==> config.mk <==
export PLATFORM = sky130hd
export DESIGN_NAME = uart_rx_frame_ctrl
export DESIGN_NICKNAME = d
export VERILOG_FILES = /design/src/rtl/uart_frame_pkg.sv /design/src/rtl/uart_frame_buf.sv /design/src/rtl/uart_rx_frame_ctrl.sv
export SDC_FILE = /design/constraint.sdc
export NUM_CORES = 1
export LEC_CHECK = 0
export BUFFER_PORTS_ARGS = -buffer_cell sky130_fd_sc_hd__buf_2
export CAP_MARGIN = 20
export CORE_MARGIN = 3
export CORE_UTILIZATION = 50
export CTS_BUF_LIST = sky130_fd_sc_hd__clkbuf_16
export DETAILED_ROUTE_END_ITERATION = 10
export PLACE_DENSITY = 0.65
export SYNTH_ARGS = -nofsm -noshare
export SYNTH_HDL_FRONTEND = slang
export SYNTH_SLANG_ARGS = --single-unit
==> constraint.sdc <==
create_clock -name clk -period 4.4 [get_ports clk]
set_clock_uncertainty 0.2 [all_clocks]
set_input_delay 0.88 -clock clk [delete_from_list [all_inputs] [get_ports clk]]
set_output_delay 0.88 -clock clk [all_outputs]
set_load 0.005 [all_outputs]
==> src/rtl/uart_frame_pkg.sv <==
// -----------------------------------------------------------------------------
// uart_frame_pkg
// Shared definitions for the UART receive framing controller:
//   - state_t     : FSM state encoding (also exported on the debug state port)
//   - calc_*      : elaboration-time helpers that derive bit time, inter-byte
//                   timeout and counter/index widths from the top parameters
// -----------------------------------------------------------------------------
package uart_frame_pkg;

   localparam int DATA_W = 8;

   typedef enum logic [2:0] {
      S_IDLE  = 3'd0,
      S_LEN   = 3'd1,
      S_PAY   = 3'd2,
      S_CSUM  = 3'd3,
      S_DRAIN = 3'd4
   } state_t;

   // Clocks per UART bit (integer division, truncates).
   function automatic int calc_bit_clks(input int clk_freq, input int baud_rate);
      return clk_freq / baud_rate;
   endfunction

   // Inter-byte timeout expressed in system clocks.
   function automatic int calc_timeout_clks(input int clk_freq, input int baud_rate,
                                            input int timeout_bits);
      return timeout_bits * calc_bit_clks(clk_freq, baud_rate);
   endfunction

   // Width of a counter that must hold 0..timeout_clks-1.
   function automatic int calc_cnt_width(input int timeout_clks);
      return (timeout_clks > 1) ? $clog2(timeout_clks) : 1;
   endfunction

   // Width of an index into a max_len-entry buffer.
   function automatic int calc_idx_width(input int max_len);
      return (max_len > 1) ? $clog2(max_len) : 1;
   endfunction

endpackage

==> src/rtl/uart_frame_buf.sv <==
// -----------------------------------------------------------------------------
// uart_frame_buf
// Single-payload storage for the framing controller. MAX_LEN x 8 register
// array written from the receive side; the drain side walks it with a
// registered read index.
// Ports:
//   clk, rst_n        clock, asynchronous active-low reset
//   wr_en             write wr_data at wr_idx this cycle
//   wr_idx, wr_data   write address / data
//   rd_clr            force read index back to entry 0
//   rd_adv            step read index to the next entry
//   rd_idx            current read index
//   rd_data           entry at rd_idx (combinational from registers)
// -----------------------------------------------------------------------------
module uart_frame_buf
   import uart_frame_pkg::*;
#(
   parameter int MAX_LEN = 16,
   parameter int IDX_W   = calc_idx_width(MAX_LEN)
) (
   input  logic              clk,
   input  logic              rst_n,
   input  logic              wr_en,
   input  logic [IDX_W-1:0]  wr_idx,
   input  logic [DATA_W-1:0] wr_data,
   input  logic              rd_clr,
   input  logic              rd_adv,
   output logic [IDX_W-1:0]  rd_idx,
   output logic [DATA_W-1:0] rd_data
);

   logic [DATA_W-1:0] mem [MAX_LEN];

   // NOTE: the storage array is deliberately not reset; entries are always
   // written before the drain side can read them, and leaving reset off lets
   // the array map onto plain flops/RAM without a reset tree.
   always_ff @(posedge clk) begin
      if (wr_en) mem[wr_idx] <= wr_data;
   end

   // NOTE: clocked state uses non-blocking assignments so every register
   // samples pre-edge values regardless of process ordering.
   always_ff @(posedge clk or negedge rst_n) begin
      if (!rst_n)      rd_idx <= '0;
      else if (rd_clr) rd_idx <= '0;
      else if (rd_adv) rd_idx <= rd_idx + IDX_W'(1);
   end

   assign rd_data = mem[rd_idx];

endmodule

==> src/rtl/uart_rx_frame_ctrl.sv <==
// -----------------------------------------------------------------------------
// uart_rx_frame_ctrl
// Turns the byte stream of a one-byte UART receiver into framed packets:
//   HDR_BYTE, LEN, LEN payload bytes [, checksum]
// Validates length, inter-byte timeout and (optionally) checksum, buffers one
// payload and drains it on a valid/ready byte stream.
//
// Build option: define UART_FRAME_CSUM_EN to expect a checksum byte after the
// payload (checksum = LEN + sum(payload) mod 256). Undefined: no checksum byte,
// err_csum tied low.
//
// Ports:
//   clk, rst_n     system clock, asynchronous active-low reset
//   en             controller enable; low aborts any frame silently
//   rx_data        received byte, valid with rx_done
//   rx_done        one-cycle pulse per received byte
//   rx_en          receiver enable (off while draining)
//   m_data         payload byte out
//   m_valid        payload byte valid
//   m_last         final payload byte of the frame
//   m_ready        consumer accept
//   busy           FSM not idle
//   err_len        pulse: LEN==0 or LEN>MAX_LEN
//   err_timeout    pulse: inter-byte gap expired
//   err_csum       pulse: checksum mismatch
//   frame_cnt      frames fully drained (wraps)
//   state          current FSM state (debug)
// -----------------------------------------------------------------------------
module uart_rx_frame_ctrl
   import uart_frame_pkg::*;
#(
   parameter int         CLK_FREQ     = 50_000_000,
   parameter int         BAUD_RATE    = 115200,
   parameter logic [7:0] HDR_BYTE     = 8'hA5,
   parameter int         MAX_LEN      = 16,
   parameter int         TIMEOUT_BITS = 20
) (
   input  logic        clk,
   input  logic        rst_n,
   input  logic        en,
   input  logic [7:0]  rx_data,
   input  logic        rx_done,
   output logic        rx_en,
   output logic [7:0]  m_data,
   output logic        m_valid,
   output logic        m_last,
   input  logic        m_ready,
   output logic        busy,
   output logic        err_len,
   output logic        err_timeout,
   output logic        err_csum,
   output logic [15:0] frame_cnt,
   output logic [2:0]  state
);

   localparam int TIMEOUT_CLKS = calc_timeout_clks(CLK_FREQ, BAUD_RATE, TIMEOUT_BITS);
   localparam int CNT_W        = calc_cnt_width(TIMEOUT_CLKS);
   localparam int IDX_W        = calc_idx_width(MAX_LEN);

   localparam logic [CNT_W-1:0] TMO_LAST  = CNT_W'(TIMEOUT_CLKS - 1);
   localparam logic [7:0]       MAX_LEN_B = 8'(MAX_LEN);

   state_t           cur_state;
   logic [7:0]       len;
   logic [IDX_W-1:0] wr_idx;
   logic [IDX_W-1:0] rd_idx;
   logic [7:0]       rd_data;
   logic [CNT_W-1:0] tmo_cnt;

   logic tmo_run, tmo_expired;
   logic buf_wr, rd_adv, rd_clr;
   logic wr_at_last, rd_at_last;

`ifdef UART_FRAME_CSUM_EN
   logic [7:0] csum;
`endif

   // Timeout only guards the receive phases; a byte in the expiry cycle wins.
   assign tmo_run     = (cur_state == S_LEN) || (cur_state == S_PAY) ||
                        (cur_state == S_CSUM);
   assign tmo_expired = tmo_run && !rx_done && (tmo_cnt == TMO_LAST);

   assign wr_at_last = (8'(wr_idx) == len - 8'd1);
   assign rd_at_last = (8'(rd_idx) == len - 8'd1);

   assign buf_wr = en && rx_done && (cur_state == S_PAY);
   assign rd_clr = (cur_state != S_DRAIN);
   assign rd_adv = en && m_valid && m_ready && !rd_at_last;

   assign rx_en  = en && (cur_state != S_DRAIN);
   assign busy   = (cur_state != S_IDLE);
   assign state  = cur_state;
   assign m_last = m_valid && rd_at_last;
   // Unwritten buffer entries are never exposed: data reads as zero when idle.
   assign m_data = m_valid ? rd_data : 8'h00;

   uart_frame_buf #(
      .MAX_LEN (MAX_LEN),
      .IDX_W   (IDX_W)
   ) u_buf (
      .clk     (clk),
      .rst_n   (rst_n),
      .wr_en   (buf_wr),
      .wr_idx  (wr_idx),
      .wr_data (rx_data),
      .rd_clr  (rd_clr),
      .rd_adv  (rd_adv),
      .rd_idx  (rd_idx),
      .rd_data (rd_data)
   );

`ifndef UART_FRAME_CSUM_EN
   assign err_csum = 1'b0;
`endif

   always_ff @(posedge clk or negedge rst_n) begin
      if (!rst_n) begin
         cur_state   <= S_IDLE;
         len         <= '0;
         wr_idx      <= '0;
         tmo_cnt     <= '0;
         m_valid     <= 1'b0;
         err_len     <= 1'b0;
         err_timeout <= 1'b0;
         frame_cnt   <= '0;
`ifdef UART_FRAME_CSUM_EN
         csum        <= '0;
         err_csum    <= 1'b0;
`endif
      end else begin
         // Error outputs are single-cycle pulses.
         err_len     <= 1'b0;
         err_timeout <= 1'b0;
`ifdef UART_FRAME_CSUM_EN
         err_csum    <= 1'b0;
`endif

         if (!tmo_run || rx_done || tmo_expired) tmo_cnt <= '0;
         else                                    tmo_cnt <= tmo_cnt + CNT_W'(1);

         if (!en) begin
            cur_state <= S_IDLE;
            m_valid   <= 1'b0;
         end else begin
            case (cur_state)
               S_IDLE: begin
                  if (rx_done && (rx_data == HDR_BYTE)) cur_state <= S_LEN;
               end

               S_LEN: begin
                  if (rx_done) begin
                     if ((rx_data == 8'd0) || (rx_data > MAX_LEN_B)) begin
                        err_len   <= 1'b1;
                        cur_state <= S_IDLE;
                     end else begin
                        len       <= rx_data;
                        wr_idx    <= '0;
`ifdef UART_FRAME_CSUM_EN
                        csum      <= rx_data;
`endif
                        cur_state <= S_PAY;
                     end
                  end else if (tmo_expired) begin
                     err_timeout <= 1'b1;
                     cur_state   <= S_IDLE;
                  end
               end

               S_PAY: begin
                  if (rx_done) begin
                     wr_idx <= wr_idx + IDX_W'(1);
`ifdef UART_FRAME_CSUM_EN
                     csum   <= csum + rx_data;
                     if (wr_at_last) cur_state <= S_CSUM;
`else
                     if (wr_at_last) begin
                        cur_state <= S_DRAIN;
                        m_valid   <= 1'b1;
                     end
`endif
                  end else if (tmo_expired) begin
                     err_timeout <= 1'b1;
                     cur_state   <= S_IDLE;
                  end
               end

`ifdef UART_FRAME_CSUM_EN
               S_CSUM: begin
                  if (rx_done) begin
                     if (rx_data == csum) begin
                        cur_state <= S_DRAIN;
                        m_valid   <= 1'b1;
                     end else begin
                        err_csum  <= 1'b1;
                        cur_state <= S_IDLE;
                     end
                  end else if (tmo_expired) begin
                     err_timeout <= 1'b1;
                     cur_state   <= S_IDLE;
                  end
               end
`endif

               S_DRAIN: begin
                  if (m_ready && rd_at_last) begin
                     m_valid   <= 1'b0;
                     frame_cnt <= frame_cnt + 16'd1;
                     cur_state <= S_IDLE;
                  end
               end

               default: begin
                  cur_state <= S_IDLE;
                  m_valid   <= 1'b0;
               end
            endcase
         end
      end
   end

endmodule

==> results.md <==
- Routed len/inst: 21.48 microns
- TritonCTS clock tree: done
- Antenna cell count: 0
- Most common cell in the netlist: edfxtp_1
- Die extent in x: 132.6 microns
- CP max stage cell: dfrtp_2
- Critical path startpoint category: flop
- Post-synth ARST share: 28.89%
- #FFs+latches synth: 180
- Largest net degree at the start of global routing: 37
- Nets: 561
- Critical path class: flop to output pin
- Final TNS setup: 0 ns
- Post-CTS setup buffers: 0
- Post-route antenna net violation count: 0
- H-tree depth: 4
- Final min period: 3.781 ns
- Sequential share of the synthesized area: 64.20%
- Area Overhead vs Synth: 11.74%
- Synth top cells by count: edfxtp_1 (128), dfrtp_1 (52), xor2_1 (29), nor2_1 (27), and2_1 (26)
- Routability Congestion: 0.7836
- Max-Cap Viols: 0
- Via density: 5.723
- Top FF cell, synth: edfxtp_1
- Crit path max fanout: 24
- Max VDD drop: 0.2513 mV
- Total grt overflow: 0
- Critical Path Max Stage Delay: 0.67 ns
- Vias in the first global route: 4447
- Combinational share of power: 1.6%
- Clk root buf: clkbuf_16
- Die area: 0.01758 sq mm
- EDFF count, synth: 128
- CP Data Required Time: 3.32 ns
- Register share of total power: 54.6%
- Starting DRT DRC Count: 427
- Share of layout cells above drive strength 1: 23.01%
- Fmax: 0.2645 GHz
- Top delay family on crit path: multiplexers
- Die Y: 132.6 microns
- Clk Latency, worst-skew pair: 0.42 ns
- Max Buffers Root-to-Sink: 2
- DRC Markers: 0
- Final count of negative-setup-slack endpoints: 0
- Area leader, netlist: edfxtp_1
- Clk slew on worst S/H paths: 0.07 ns
- Initial core utilization: 51.95%
- RSZ-0062 raised after global routing: no
- Antenna violations before repair: 0
- CTS sink cnt: 180
- Cell area power density: 372.8 mW/mm^2
- Worst slew pin tran: 0.8258 ns
- Total GRT Usage: 19.44%
- Area contributors post-synth: edfxtp_1 (48%), dfrtp_1 (16%), mux4_2 (6.5%), mux4_1 (5.6%), xor2_1 (3.2%)
- Count of cell types in the netlist: 56
- Data arrival, critical path: 2.70 ns
- Post-CTS Resized: 0
- Fin cells: 763
- Syn Inst Count: 495
- Post-Syn Area per Cell: 16.19 sq um
- Crit. End Element: output pin
- Vias: 4367
- Synth Warn #: 0
- Switch share: 20.22%
- Synth Net Count: 516
- First-pass GRT wire length: 25690 microns
- I/O Pins: 47
- Buf/Inv on CP: 2
- Std-Cell Rows: 45
- Relative slew slack: 44.94%
- DP Cell Count: 732
- Fin crit share: 85.94%
- First drt pass iteration count: 5
- Hpwl dp: 10140 microns
- Class of the worst hold path: flop to flop
- Hold buffer count at cts: 0
- Internal power: 2.663 mW
- Switching power total: 675.0 uW
- Clock Power Share: 43.8%
- Post-synth top area share: 47.96%
- Fin. Hold Viols: 0
- Static Leak: 3.393 nW
- Crit path cell chain: buf_12 > mux4_1 > mux4_2 > and2_1 > buf_2
- Status: finished clean
- Post-Syn Area: 0.008014 sq mm
- Num CTS Buffers: 17
- Routed WL: 16390 microns
- Final Slew Violations: 0
- Core Region: 0.01543 sq mm
- Input/output buffers: 45
[state kept, by name, indices dropped and copies added, names as in the netlist]
signal / count
state: 3
err_timeout: 1
u_buf.mem: 128
err_len: 1
frame_cnt: 16
wr_idx: 4
len: 8
m_valid: 1
tmo_cnt: 14
u_buf.rd_idx: 4
[kinds of logic (layout without fill, tap and decap cells)]
group | count (synthesis) | after routing | share of synthesized area [%]
buf+inv | 31 | 88 | 2.311
mux | 50 | 50 | 13.40
simple gates | 159 | 159 | 12.22
fa+ha+maj | 8 | 8 | 1.249
compound gates | 27 | 27 | 2.311
flops | 180 | 180 | 64.20
xor+xnor | 39 | 39 | 4.262
other cells | 1 | 1 | 0.04679
[per-stage QoR]
stage,power [mW],cell area [sq um],hold slack (ns),utilization [%],setup WS (ns)
final,3.338,8955,0.2680,58.05,0.6186
after global routing,3.438,8955,0.2969,58.05,0.4924
after CTS,3.373,8955,0.2741,58.05,0.5685
after detailed placement,1.912,8392,0.2632,54.40,1.048
after global placement,1.909,8392,0.2512,54.40,1.064
after floorplan,1.872,8014,0.2442,-,1.436
[worst reg2reg max path, stage by stage, from the launching register on]
cell      delay, ns
dfrtp_1        0.51
inv_1          0.08
ha_1           0.26
o21bai_1       0.18
a21o_1         0.18
a221o_2        0.59
nor4_4         0.34
mux2_1         0.36
[layout by cell type (no fill, tap or decap), types with 3 or more instances in the layout]
cell / n
dfrtp_1: 51
and3_1: 8
nor3_2: 15
xnor2_1: 10
and4_1: 8
nor2_1: 27
buf_2: 45
and2_1: 26
nor3_1: 7
mux4_2: 23
xor2_1: 29
inv_1: 11
buf_4: 3
nand3_1: 13
edfxtp_1: 128
nand4_1: 7
inv_6: 3
nand2_1: 23
ha_1: 8
o21ai_0: 6
mux2_2: 6
nand2b_1: 5
mux2i_1: 3
mux4_1: 17
clkbuf_16: 17
a21o_1: 3
a21oi_1: 4
nor4_1: 3
[area by class of cell]
class                   instances  area, sq um
fillers                      1202         6472
flip-flops and latches        180         5146
multi-input cells             284         2684
clock buffers                  17        425.4
repair buffers                 49        267.8
well taps                     211        264.0
clock inverters                14        137.6
inverters                       8        30.03
[metal layers]
layer | track usage (%) | wire, microns | up-vias
met5 | 0 | 0 | -
li1 | - | - | 1991
met1 | 27.48 | 7376 | 2256
met3 | 3.840 | 638 | 19
met4 | 5.947 | 255 | 0
met2 | 31.00 | 8121 | 101
[power groups by stage]
stage	Combinational (mW)	Sequential [mW]	Clock, mW
2_1_floorplan	0.0138	1.86	0
3_3_place_gp	0.0505	1.86	0
3_5_place_dp	0.0531	1.86	0
4_1_cts	0.0532	1.82	1.50
5_1_grt	0.0591	1.82	1.56
6_report	0.0519	1.82	1.46
[final timing paths]
path                                             endpoint                        start  cells after the start  slack [ns]
worst max-delay path                            m_data[5]  u_buf.rd_idx[0]$_DFFE_PN0P_                      5        0.62
worst min-delay path            frame_cnt[15]$_DFFE_PN0P_    frame_cnt[15]$_DFFE_PN0P_                      1        0.27
worst max register to register   frame_cnt[1]$_DFFE_PN0P_           len[0]$_DFFE_PN0P_                      7        1.58
worst min register to register  frame_cnt[15]$_DFFE_PN0P_    frame_cnt[15]$_DFFE_PN0P_                      1        0.27
max in group asynchronous            state[1]$_DFFE_PN0P_                        rst_n                      2        2.92
min in group asynchronous        frame_cnt[5]$_DFFE_PN0P_                        rst_n                      1        0.30
No activity file was read; power rests on OpenSTA's default activity.
